File: config.mk
export PLATFORM = sky130hd
export DESIGN_NAME = load_store_unit
export DESIGN_NICKNAME = d
export VERILOG_FILES = /design/src/rtl/load_store_unit.sv
export SDC_FILE = /design/constraint.sdc
export NUM_CORES = 1
export LEC_CHECK = 0
export BUFFER_PORTS_ARGS = -buffer_cell sky130_fd_sc_hd__buf_2
export CAP_MARGIN = 30
export CORE_MARGIN = 8
export CORE_UTILIZATION = 40
export CTS_CLUSTER_SIZE = 20
export DETAILED_ROUTE_END_ITERATION = 8
export PLACE_DENSITY_LB_ADDON = 0.1
export SLEW_MARGIN = 10
export SYNTH_ARGS = -nofsm -noshare
export SYNTH_HDL_FRONTEND = slang
export SYNTH_SLANG_ARGS = --single-unit
File: constraint.sdc
create_clock -name clk -period 4.1 [get_ports clk]
set_input_delay 0.205 -clock clk [delete_from_list [all_inputs] [get_ports clk]]
set_output_delay 0.205 -clock clk [all_outputs]
set_load 0.01 [all_outputs]
File: src/rtl/load_store_unit.sv
// Load/store unit: sequences RV32I loads and stores onto a word-wide data memory.
// Byte and halfword stores use a read-modify-write pair so other lanes are preserved.
module load_store_unit #(
   parameter int ADDR_BITS = 13
) (
   input  logic        clk,
   input  logic        rst,
   input  logic        req_valid,
   input  logic        req_write,
   input  logic [2:0]  req_funct3,
   input  logic [31:0] req_addr,
   input  logic [31:0] req_wdata,
   output logic        req_ready,
   output logic        resp_valid,
   output logic        resp_err,
   output logic [31:0] resp_rdata,
   output logic        dm_mem_write,
   output logic        dm_mem_read,
   output logic [2:0]  dm_funct3,
   output logic [31:0] dm_addr,
   output logic [31:0] dm_write_data,
   input  logic [31:0] dm_read_data
);

   localparam logic [2:0] S_IDLE   = 3'd0;
   localparam logic [2:0] S_LOAD   = 3'd1;
   localparam logic [2:0] S_STORE  = 3'd2;
   localparam logic [2:0] S_RMW_RD = 3'd3;
   localparam logic [2:0] S_RMW_WR = 3'd4;
   localparam logic [2:0] S_RESP   = 3'd5;

   localparam logic [2:0] F3_B  = 3'b000;
   localparam logic [2:0] F3_H  = 3'b001;
   localparam logic [2:0] F3_W  = 3'b010;
   localparam logic [2:0] F3_BU = 3'b100;
   localparam logic [2:0] F3_HU = 3'b101;

   logic [2:0]  state_q, state_d;
   logic [2:0]  funct3_q, funct3_d;
   logic [31:0] addr_q, addr_d;
   logic [31:0] wdata_q, wdata_d;
   logic [31:0] merge_q, merge_d;
   logic        resp_err_q, resp_err_d;
   logic [31:0] resp_rdata_q, resp_rdata_d;

   // Unsupported codes, store-only illegal codes, misalignment and out-of-range addresses.
   function automatic logic req_bad(input logic wr, input logic [2:0] f3,
                                    input logic [31:0] a);
      logic bad;
      bad = 1'b0;
      case (f3)
         F3_B:    bad = 1'b0;
         F3_H:    bad = a[0];
         F3_W:    bad = (a[1:0] != 2'b00);
         F3_BU:   bad = wr;
         F3_HU:   bad = wr | a[0];
         default: bad = 1'b1;
      endcase
      if ((a >> ADDR_BITS) != 32'd0) bad = 1'b1;
      return bad;
   endfunction

   function automatic logic [31:0] load_extend(input logic [2:0] f3, input logic [1:0] lo,
                                               input logic [31:0] word);
      logic [7:0]  b;
      logic [15:0] h;
      logic [31:0] r;
      case (lo)
         2'd0:    b = word[7:0];
         2'd1:    b = word[15:8];
         2'd2:    b = word[23:16];
         default: b = word[31:24];
      endcase
      h = lo[1] ? word[31:16] : word[15:0];
      case (f3)
         F3_B:    r = {{24{b[7]}}, b};
         F3_BU:   r = {24'd0, b};
         F3_H:    r = {{16{h[15]}}, h};
         F3_HU:   r = {16'd0, h};
         default: r = word;
      endcase
      return r;
   endfunction

   function automatic logic [31:0] store_merge(input logic [2:0] f3, input logic [1:0] lo,
                                               input logic [31:0] old, input logic [15:0] wd);
      logic [31:0] r;
      r = old;
      if (f3 == F3_H) begin
         if (lo[1]) r[31:16] = wd;
         else       r[15:0]  = wd;
      end else begin
         case (lo)
            2'd0:    r[7:0]   = wd[7:0];
            2'd1:    r[15:8]  = wd[7:0];
            2'd2:    r[23:16] = wd[7:0];
            default: r[31:24] = wd[7:0];
         endcase
      end
      return r;
   endfunction

   always_comb begin
      state_d      = state_q;
      funct3_d     = funct3_q;
      addr_d       = addr_q;
      wdata_d      = wdata_q;
      merge_d      = merge_q;
      resp_err_d   = resp_err_q;
      resp_rdata_d = resp_rdata_q;
      case (state_q)
         S_IDLE: begin
            if (req_valid) begin
               funct3_d = req_funct3;
               addr_d   = req_addr;
               wdata_d  = req_wdata;
               if (req_bad(req_write, req_funct3, req_addr)) begin
                  state_d      = S_RESP;
                  resp_err_d   = 1'b1;
                  resp_rdata_d = 32'd0;
               end else if (!req_write) begin
                  state_d = S_LOAD;
               end else if (req_funct3 == F3_W) begin
                  state_d = S_STORE;
               end else begin
                  state_d = S_RMW_RD;
               end
            end
         end
         S_LOAD: begin
            resp_rdata_d = load_extend(funct3_q, addr_q[1:0], dm_read_data);
            resp_err_d   = 1'b0;
            state_d      = S_RESP;
         end
         S_RMW_RD: begin
            merge_d = dm_read_data;
            state_d = S_RMW_WR;
         end
         S_STORE, S_RMW_WR: begin
            resp_rdata_d = 32'd0;
            resp_err_d   = 1'b0;
            state_d      = S_RESP;
         end
         S_RESP:  state_d = S_IDLE;
         default: state_d = S_IDLE;
      endcase
   end

   // Response fields update only on the edge entering RESP, so they hold between responses.
   always_ff @(posedge clk or posedge rst) begin
      if (rst) begin
         state_q      <= S_IDLE;
         funct3_q     <= 3'd0;
         addr_q       <= 32'd0;
         wdata_q      <= 32'd0;
         merge_q      <= 32'd0;
         resp_err_q   <= 1'b0;
         resp_rdata_q <= 32'd0;
      end else begin
         state_q      <= state_d;
         funct3_q     <= funct3_d;
         addr_q       <= addr_d;
         wdata_q      <= wdata_d;
         merge_q      <= merge_d;
         resp_err_q   <= resp_err_d;
         resp_rdata_q <= resp_rdata_d;
      end
   end

   always_comb begin
      dm_mem_read   = (state_q == S_LOAD)  || (state_q == S_RMW_RD);
      dm_mem_write  = (state_q == S_STORE) || (state_q == S_RMW_WR);
      dm_write_data = 32'd0;
      if (state_q == S_STORE)
         dm_write_data = wdata_q;
      else if (state_q == S_RMW_WR)
         dm_write_data = store_merge(funct3_q, addr_q[1:0], merge_q, wdata_q[15:0]);
   end

   assign req_ready  = (state_q == S_IDLE);
   assign resp_valid = (state_q == S_RESP);
   assign resp_err   = resp_err_q;
   assign resp_rdata = resp_rdata_q;
   assign dm_funct3  = F3_W;
   assign dm_addr    = {addr_q[31:2], 2'b00};

endmodule

# After elaboration in Yosys (flattened, before gate mapping)
# Cells that the tools add are included.
# totals
inputBits	103
elab_cells	67
output_inout_bits	104
regBits	135
# classes
muxes	27
n_bitwise	1
n_reduce_logical	16
n_eq_ne	16
# op_table
operator	count
$mux W32	5
$pmux W32 S4	1
$pmux W32 S3	1
$mux W16	3
$mux W8	4
$reduce_bool A32 Y1	1
$pmux W8 S3	1
$eq A3 B3 Y1 const B	6
$eq A3 B1 Y1 const B	3
$eq A3 B2 Y1 const B	3
$logic_not A3 Y1	3
$pmux W3 S3	1
$mux W1	6
$mux W3	2
$reduce_and A3 Y1	2
$reduce_or A3 Y1	2
$pmux W1 S5	1
$reduce_bool A2 Y1	2
$reduce_bool A3 Y1	1
$eq A2 B1 Y1 const B	1
$eq A2 B2 Y1 const B	1
$logic_not A2 Y1	1
$logic_or A1 B1 Y1	2
$mux W2	1
other kinds (6)	6

# Depth between registers and ports, before layout
# Gate-level depths: netlist (run 1).
# logic_depth
word_depth	8
ltp_mapped	7
ltp_nobuf	5

# Least setup slack after synthesis (run 1)
# No wires, ideal clock.
# synth_path
kind	register -> output
start	register funct3_q[1]
end	output port dm_write_data[16]
t_arrival_ns	1.730
t_required_ns	3.895
stages_incl_launch_ff	7
slack_ns	2.165
path_buffers	1
cell_sequence	dfrtp_1 or3b_1 nand2_1 buf_2 nand2_2 mux2i_1 o21ai_0
# synth_between
elab_chain_cells	4
# synth_rtl
item	line	source
start: declaration	39	logic [2:0] funct3_q, funct3_d;
start signal: assignment	161	funct3_q <= funct3_d;
$eq A3 B1 Y1	89	if (f3 == F3_H) begin
$mux W32	89	
$mux W32	176	else if (state_q == S_RMW_WR)
$mux W32	174	if (state_q == S_STORE)
end: declaration	21	output logic [31:0] dm_write_data,
# No other way between the ends.

# Final worst setup path (run 1)
# layout_path
start	register funct3_q[0]
end	output port dm_write_data[0]
# The elaborated chain is that of the path after synthesis.

==> impl_metrics.yaml, run 1 <==
outcome:
  status: "finished, final reports clean"
route:
  initialDrtViolationCount: 458
  route.detailed.drc: 0
  vias: 5840
  first_pass_iters: 5
  wire_per_inst_um: 18.9
  routed_wl_um: 21700
  met3_length_um: 1420
  ant_nets: 0
  dr.max_layer_used: "met4"
  wl_met1_um: 10000
  dr_wl_met2_um: 9950
  via_per_inst: 5.09
power:
  p_per_area_nw_per_um2: 687
  p_leak_nw: 4.49
  peakVddDrop_uv: 408
global_route:
  track_usage_pct: 20.6
  antenna_found_initial: 1
  grt.overflow.total: 0
  grt_pass1_wl_um: 34500
  first_global_vias: 6099
  grt_max_degree: 99
timing:
  period_minus_slack_ps: 3050
  tns_ps: 0
  hold_violations: 0
  skew_ps: 8.32
  setup_ws_ps: 1050
  finalSetupViolCount: 0
  slew_headroom_pct: 45.0
  hold_slack_ps: 17.4
  max_freq_ghz: 0.328
  tightest_slew_ps: 825
  slew_violations: 0
  fin_crit_sh_pct: 74.4
  rsz0062_at_grt: "no"
place:
  gp_congestion: 0.874
  dp_hpwl_um: 15600
  pre_cts_slack_ps: 1560
  post_dp_cell_area_um2: 7550
  io_buffers: 201
setup_path:
  regToRegEndpoint: "resp_rdata[29]$_DFFE_PP0P_"
  max_stage_delay_ps: 630
  critPathKind: "reg -> out"
  cp-endpoint: "dm_write_data[0]"
  rr_worst_depth: 5
  r2r-start: "addr_q[1]$_DFFE_PP0P_"
  crit_arrival_ps: 2850
  cp.depth: 5
  cpMaxStageDelayCell: "a21oi_1"
  cp-startpoint: "funct3_q[0]$_DFFE_PP0P_"
  path_cells: "or3b_1, nand2_1, a21oi_1, a22o_1, buf_2"
  worstSetupStartpointType: "flop"
  ff2ff_setup_slack_ps: 1640
  cpLargestDelayFamily: "simple AND/OR/NAND/NOR gates"
  worst_ep_required_time_ps: 3890
  cp-end-kind: "output pin"
  critPathBufInv: 1
  path_max_fanout: 14
logic_synthesis:
  synth_edf_count: 0
  yosys_warnings: 0
  synth.distinct_cells: 47
  async_flop_share_pct: 100
  synthCells: 699
  synth-seq-cells: 135
  synth_ff_type: "dfrtp_1"
  synthesis.area_um2: 6650
  synth_area_per_cell_um2: 9.52
  yosysSeqAreaShare_pct: 50.8
final_layout:
  drive_gt1_share_pct: 31.1
  nFillCells: 1505
  mostFrequentLayoutCells: "nand2_1 (217), buf_2 (201), dfrtp_1 (135), dlygate4sd3_1 (61), mux2_2 (32)"
  area_growth_pct: 31.9
  nNetsFinal: 1018
  final_area_um2: 8770
  mostFrequentLayoutCell: "nand2_1"
flow_run:
  cap_violations: 0
die:
  dieArea_um2: 21000
  core_um2: 16400
  dieHeight_um: 145
  chipWidth_um: 145
  core.rowCount: 47
  start_util_pct: 40.5
  io_pins: 207
clock_network:
  root_buffer: "clkbuf_16"
  cts_max_level: 4
  clk_path_buf_depth: 2
  clk_pin_slew_worst_paths_ps: 60
  clock-sinks: 135
  cts_buffers: 17
  clk_latency_ps: 420
  cts_tree: "yes"
  post_cts_resize_count: 0
worst_hold_path:
  hp-class: "in -> reg"
==> report_power, final <==
part           internal [mW]  switching (mW)  leakage, nW
clock                  0.920           0.578        0.277
combinational          0.954            1.40         2.52
sequential              1.77           0.406         1.69
==> how the worst min path moves through the flow <==
stage	cells past startpoint	to	start	slack, ps
3_3_place_gp	3	addr_q[2]$_DFFE_PP0P_	req_addr[2]	390
3_5_place_dp	3	wdata_q[23]$_DFFE_PP0P_	req_wdata[23]	400
4_1_cts	3	addr_q[16]$_DFFE_PP0P_	req_addr[16]	1
6_report	3	addr_q[16]$_DFFE_PP0P_	req_addr[16]	20
5_1_grt	3	wdata_q[8]$_DFFE_PP0P_	req_wdata[8]	7
2_1_floorplan	2	addr_q[10]$_DFFE_PP0P_	req_addr[10]	310
==> flip-flops by register name (all words and copies together) (netlist names) <==
signal,flops
addr_q,32
merge_q,32
resp_rdata,32
wdata_q,32
funct3_q,3
state_q,3
resp_err,1
==> kinds of logic after synthesis <==
kind of cell / after synthesis / share of synthesized area [%]
adder cells (fa/ha/maj): 1 / 0.150
buffers and inverters: 80 / 7.04
multiplexers: 51 / 8.28
flip-flops: 135 / 50.8
AO/OA/AOI/OAI: 138 / 15.0
other: 2 / 0.113
AND/OR/NAND/NOR: 292 / 18.6
==> stage by stage <==
step | instances | utilization [%] | power [mW]
after floorplan | 702 | - | 3.81
after global routing | 1148 | 53.5 | 6.44
final | 1148 | 53.5 | 6.03
after detailed placement | 1054 | 46.0 | 4.49
after global placement | 1053 | 46.0 | 4.44
after CTS | 1145 | 53.2 | 6.07
==> area by class of cell <==
class                      count  area, µm²  share of cell area (%)
sequential                   135       3380                    38.5
multi-input combinational    487       2820                    32.1
timing repair buffer         270       1700                    19.3
clock buffer                  19        453                    5.16
tap                          220        275                    3.14
clock inverter                12        128                    1.45
inverter                       4       20.0                   0.228
antenna                        1       2.50                  0.0285
==> synthesized netlist by cell type, types with 3 or more instances <==
cell type / count / area share, %
a21o_1: 8 / 0.90
a21oi_1: 14 / 1.1
a22o_1: 21 / 2.8
a22o_2: 3 / 0.45
a2bb2oi_1: 7 / 0.92
buf_2: 11 / 0.83
buf_4: 37 / 4.2
clkbuf_1: 26 / 1.5
dfrtp_1: 135 / 51
inv_1: 4 / 0.23
mux2_2: 32 / 5.4
mux2i_1: 19 / 2.9
nand2_1: 218 / 12
nand2b_1: 18 / 1.7
nor2_1: 20 / 1.1
nor2b_1: 7 / 0.66
nor3_1: 9 / 0.68
nor4_1: 6 / 0.56
o21ai_0: 29 / 2.2
o21ai_1: 11 / 0.83
o221ai_1: 13 / 1.7
o22ai_1: 8 / 0.75
o2bb2ai_1: 16 / 2.1
==> worst register-to-register path, cell delays in order, from the launching register on <==
cell     delay, ps
dfrtp_1        820
inv_1          490
nor3_1         440
o21ba_4        220
o31a_4         260
a22o_2         170
==> repair_timing <==
action / 4_1_cts / 5_1_grt
hold endpoints to repair: 60 / 13
buffers inserted: 0 / 0
hold buffers: 60 / 1
==> metal layers <==
metal / global-route usage (%) / vias up
met5: 0 / -
met4: 6.52 / 0
met3: 5.78 / 22
met2: 31.3 / 193
met1: 27.8 / 2837
li1: - / 2788
(Power assumes the default switching activity.)
==> run 2, diff against run 1 <==
Settings changed: ABC_AREA from default to 1.
Clock period 4.1 ns to 2.7 ns, I/O delays scaled along.
==> impl_metrics.yaml, run 2 <==
logic_synthesis:
  yosys-top-cells-count: "nand2_1 (326), o21ai_0 (148), dfrtp_1 (135), inv_1 (70), nand3_1 (54)"
  yosysSeqAreaShare_pct: 46.7
  synth_top_area_cell: "dfrtp_1"
  synth_area_leaders: "dfrtp_1 (47%), nand2_1 (17%), o21ai_0 (10%), buf_4 (4.7%), nand3_1 (3.7%)"
  synth_edf_count: 0
  synthesis.area_um2: 7230
  synth_area_per_cell_um2: 7.47
  synth_ff_type: "dfrtp_1"
  synth.most_common_cell: "nand2_1"
  async_flop_share_pct: 100
  synth_top_area_share_pct: 46.7
  synth-seq-cells: 135
  synthCells: 969
  yosys_warnings: 0
  synth.distinct_cells: 31
setup_path:
  max_stage_delay_ps: 400
  crit_arrival_ps: 2190
  worst_ep_required_time_ps: 2570
  cp_common_cell: "o211ai_1"
  path_max_fanout: 47
  cpMaxStageDelayCell: "dfrtp_1"
  path_cells: "nand3b_2, inv_1, buf_4, o211ai_1, o211ai_1, o21ai_0, buf_2"
  critPathKind: "reg -> out"
  cp-end-kind: "output pin"
  worstSetupStartpointType: "flop"
final_layout:
  area_growth_pct: 30.2
  mostFrequentLayoutCells: "nand2_1 (326), buf_2 (201), o21ai_0 (148), dfrtp_1 (135), inv_1 (69)"
  drive_gt1_share_pct: 22.1
  nNetsFinal: 1285
  final_area_um2: 9420
  stdcell_count: 1423
  nFillCells: 1746
  multi_input_area_um2: 3040
  seq_area_um2: 3380
  mostFrequentLayoutCell: "nand2_1"
  n_antenna_cell: 0
route:
  first_pass_iters: 6
  via_per_inst: 4.99
  routed_wl_um: 24300
  initialDrtViolationCount: 535
  vias: 7107
  wire_per_inst_um: 17.1
  ant_nets: 0
  route.detailed.drc: 0
clock_network:
  clk_pin_slew_worst_paths_ps: 50
  root_buffer: "clkbuf_16"
  cts_max_level: 4
  cts_setup_buffers: 0
  cts_buffers: 17
  post_cts_resize_count: 0
  ctsHoldBuffers: 66
  cts_tree: "yes"
  clock-sinks: 135
  clk_latency_ps: 420
  clk_path_buf_depth: 2
outcome:
  status: "finished, final reports clean"
power:
  peakVddDrop_uv: 700
  p_leak_nw: 5.08
  p_per_area_nw_per_um2: 1060
die:
  core.rowCount: 49
  dieHeight_um: 150
  dieArea_um2: 22600
  io_pins: 207
  start_util_pct: 40.5
  core_um2: 17800
  chipWidth_um: 150
global_route:
  grt.overflow.total: 0
  antenna_found_initial: 0
  grt_pass1_wl_um: 38000
  track_usage_pct: 21.6
  first_global_vias: 6968
  grt_max_degree: 73
timing:
  period_minus_slack_ps: 2320
  fin_crit_sh_pct: 86.0
  tightest_slew_ps: 709
  slew_headroom_pct: 52.6
  tns_ps: 0
  skew_ps: 10.7
  rsz0062_at_grt: "no"
  finalSetupViolCount: 0
  hold_slack_ps: 19.7
  slew_violations: 0
  hold_violations: 0
  max_freq_ghz: 0.430
place:
  gp_congestion: 0.855
  post_dp_cell_area_um2: 8140
  dp_hpwl_um: 17400
  dp.cells: 1326
  io_buffers: 201
worst_hold_path:
  hp-class: "in -> reg"
flow_run:
  cap_violations: 0
[run 2: final timing paths]
kind                                    startpoint                    endpoint  slack, ps  depth (start not counted)
max                        funct3_q[2]$_DFFE_PP0P_            dm_write_data[8]        380                          7
min                                      req_valid      state_q[0]$_DFFE_PP0P_         20                          3
max reg2reg                 state_q[2]$_DFFE_PP0P_  resp_rdata[11]$_DFFE_PP0P_        710                          7
min reg2reg                 addr_q[21]$_DFFE_PP0P_      addr_q[21]$_DFFE_PP0P_        470                          2
max in group asynchronous                      rst     merge_q[22]$_DFFE_PP0N_       1590                          4
min in group asynchronous                      rst       addr_q[4]$_DFFE_PP0P_        370                          3
[run 2: layout make-up]
class	instances	share of cell area, %
inverters	78	3.15
clock buffers	18	4.66
repair buffers	280	19.1
well taps	229	3.04
flip-flops and latches	135	35.9
multi-input cells	670	32.3
clock inverters	13	1.90
[run 2: layer usage]
metal | track usage [%] | vias up | part of all wire, %
li1 | - | 3537 | -
met1 | 30.2 | 3324 | 47
met2 | 32.8 | 225 | 45
met3 | 5.35 | 21 | 7.2
met4 | 5.35 | 0 | 1.2
met5 | 0 | - | 0
[run 2: report_power, final]
| part | switching [mW] | total (mW) | internal, mW |
|---|---|---|---|
| logic | 3.03 | 4.56 | 1.53 |
| clock network | 0.876 | 2.43 | 1.56 |
| registers | 0.358 | 3.01 | 2.65 |
| total | 4.27 | 10.0 | 5.74 |
[run 2: through the flow]
step,worst slack [ps],total power [mW],utilization [%]
after floorplan,886,6.22,-
after global placement,747,7.49,45.6
after detailed placement,693,7.52,45.6
after CTS,397,10.1,52.8
after global routing,127,10.8,52.8
final,377,10.0,52.8
[run 2: cells by family (layout without fill, tap and decap cells)]
group | Yosys count | count (layout) | synth area share [%]
compound gates | 241 | 241 | 18.2
simple gates | 424 | 424 | 23.6
other cells | 2 | 5 | 0.104
flops | 135 | 135 | 46.7
buf+inv | 167 | 389 | 11.4
[run 2: critical path, delay by kind of cell (launching register included)]
| kind | cells | cell delay, ps |
|---|---|---|
| flip-flops | 1 | 400 |
| AND/OR/NAND/NOR | 1 | 280 |
| AO/OA/AOI/OAI | 3 | 420 |
| buffers and inverters | 3 | 660 |
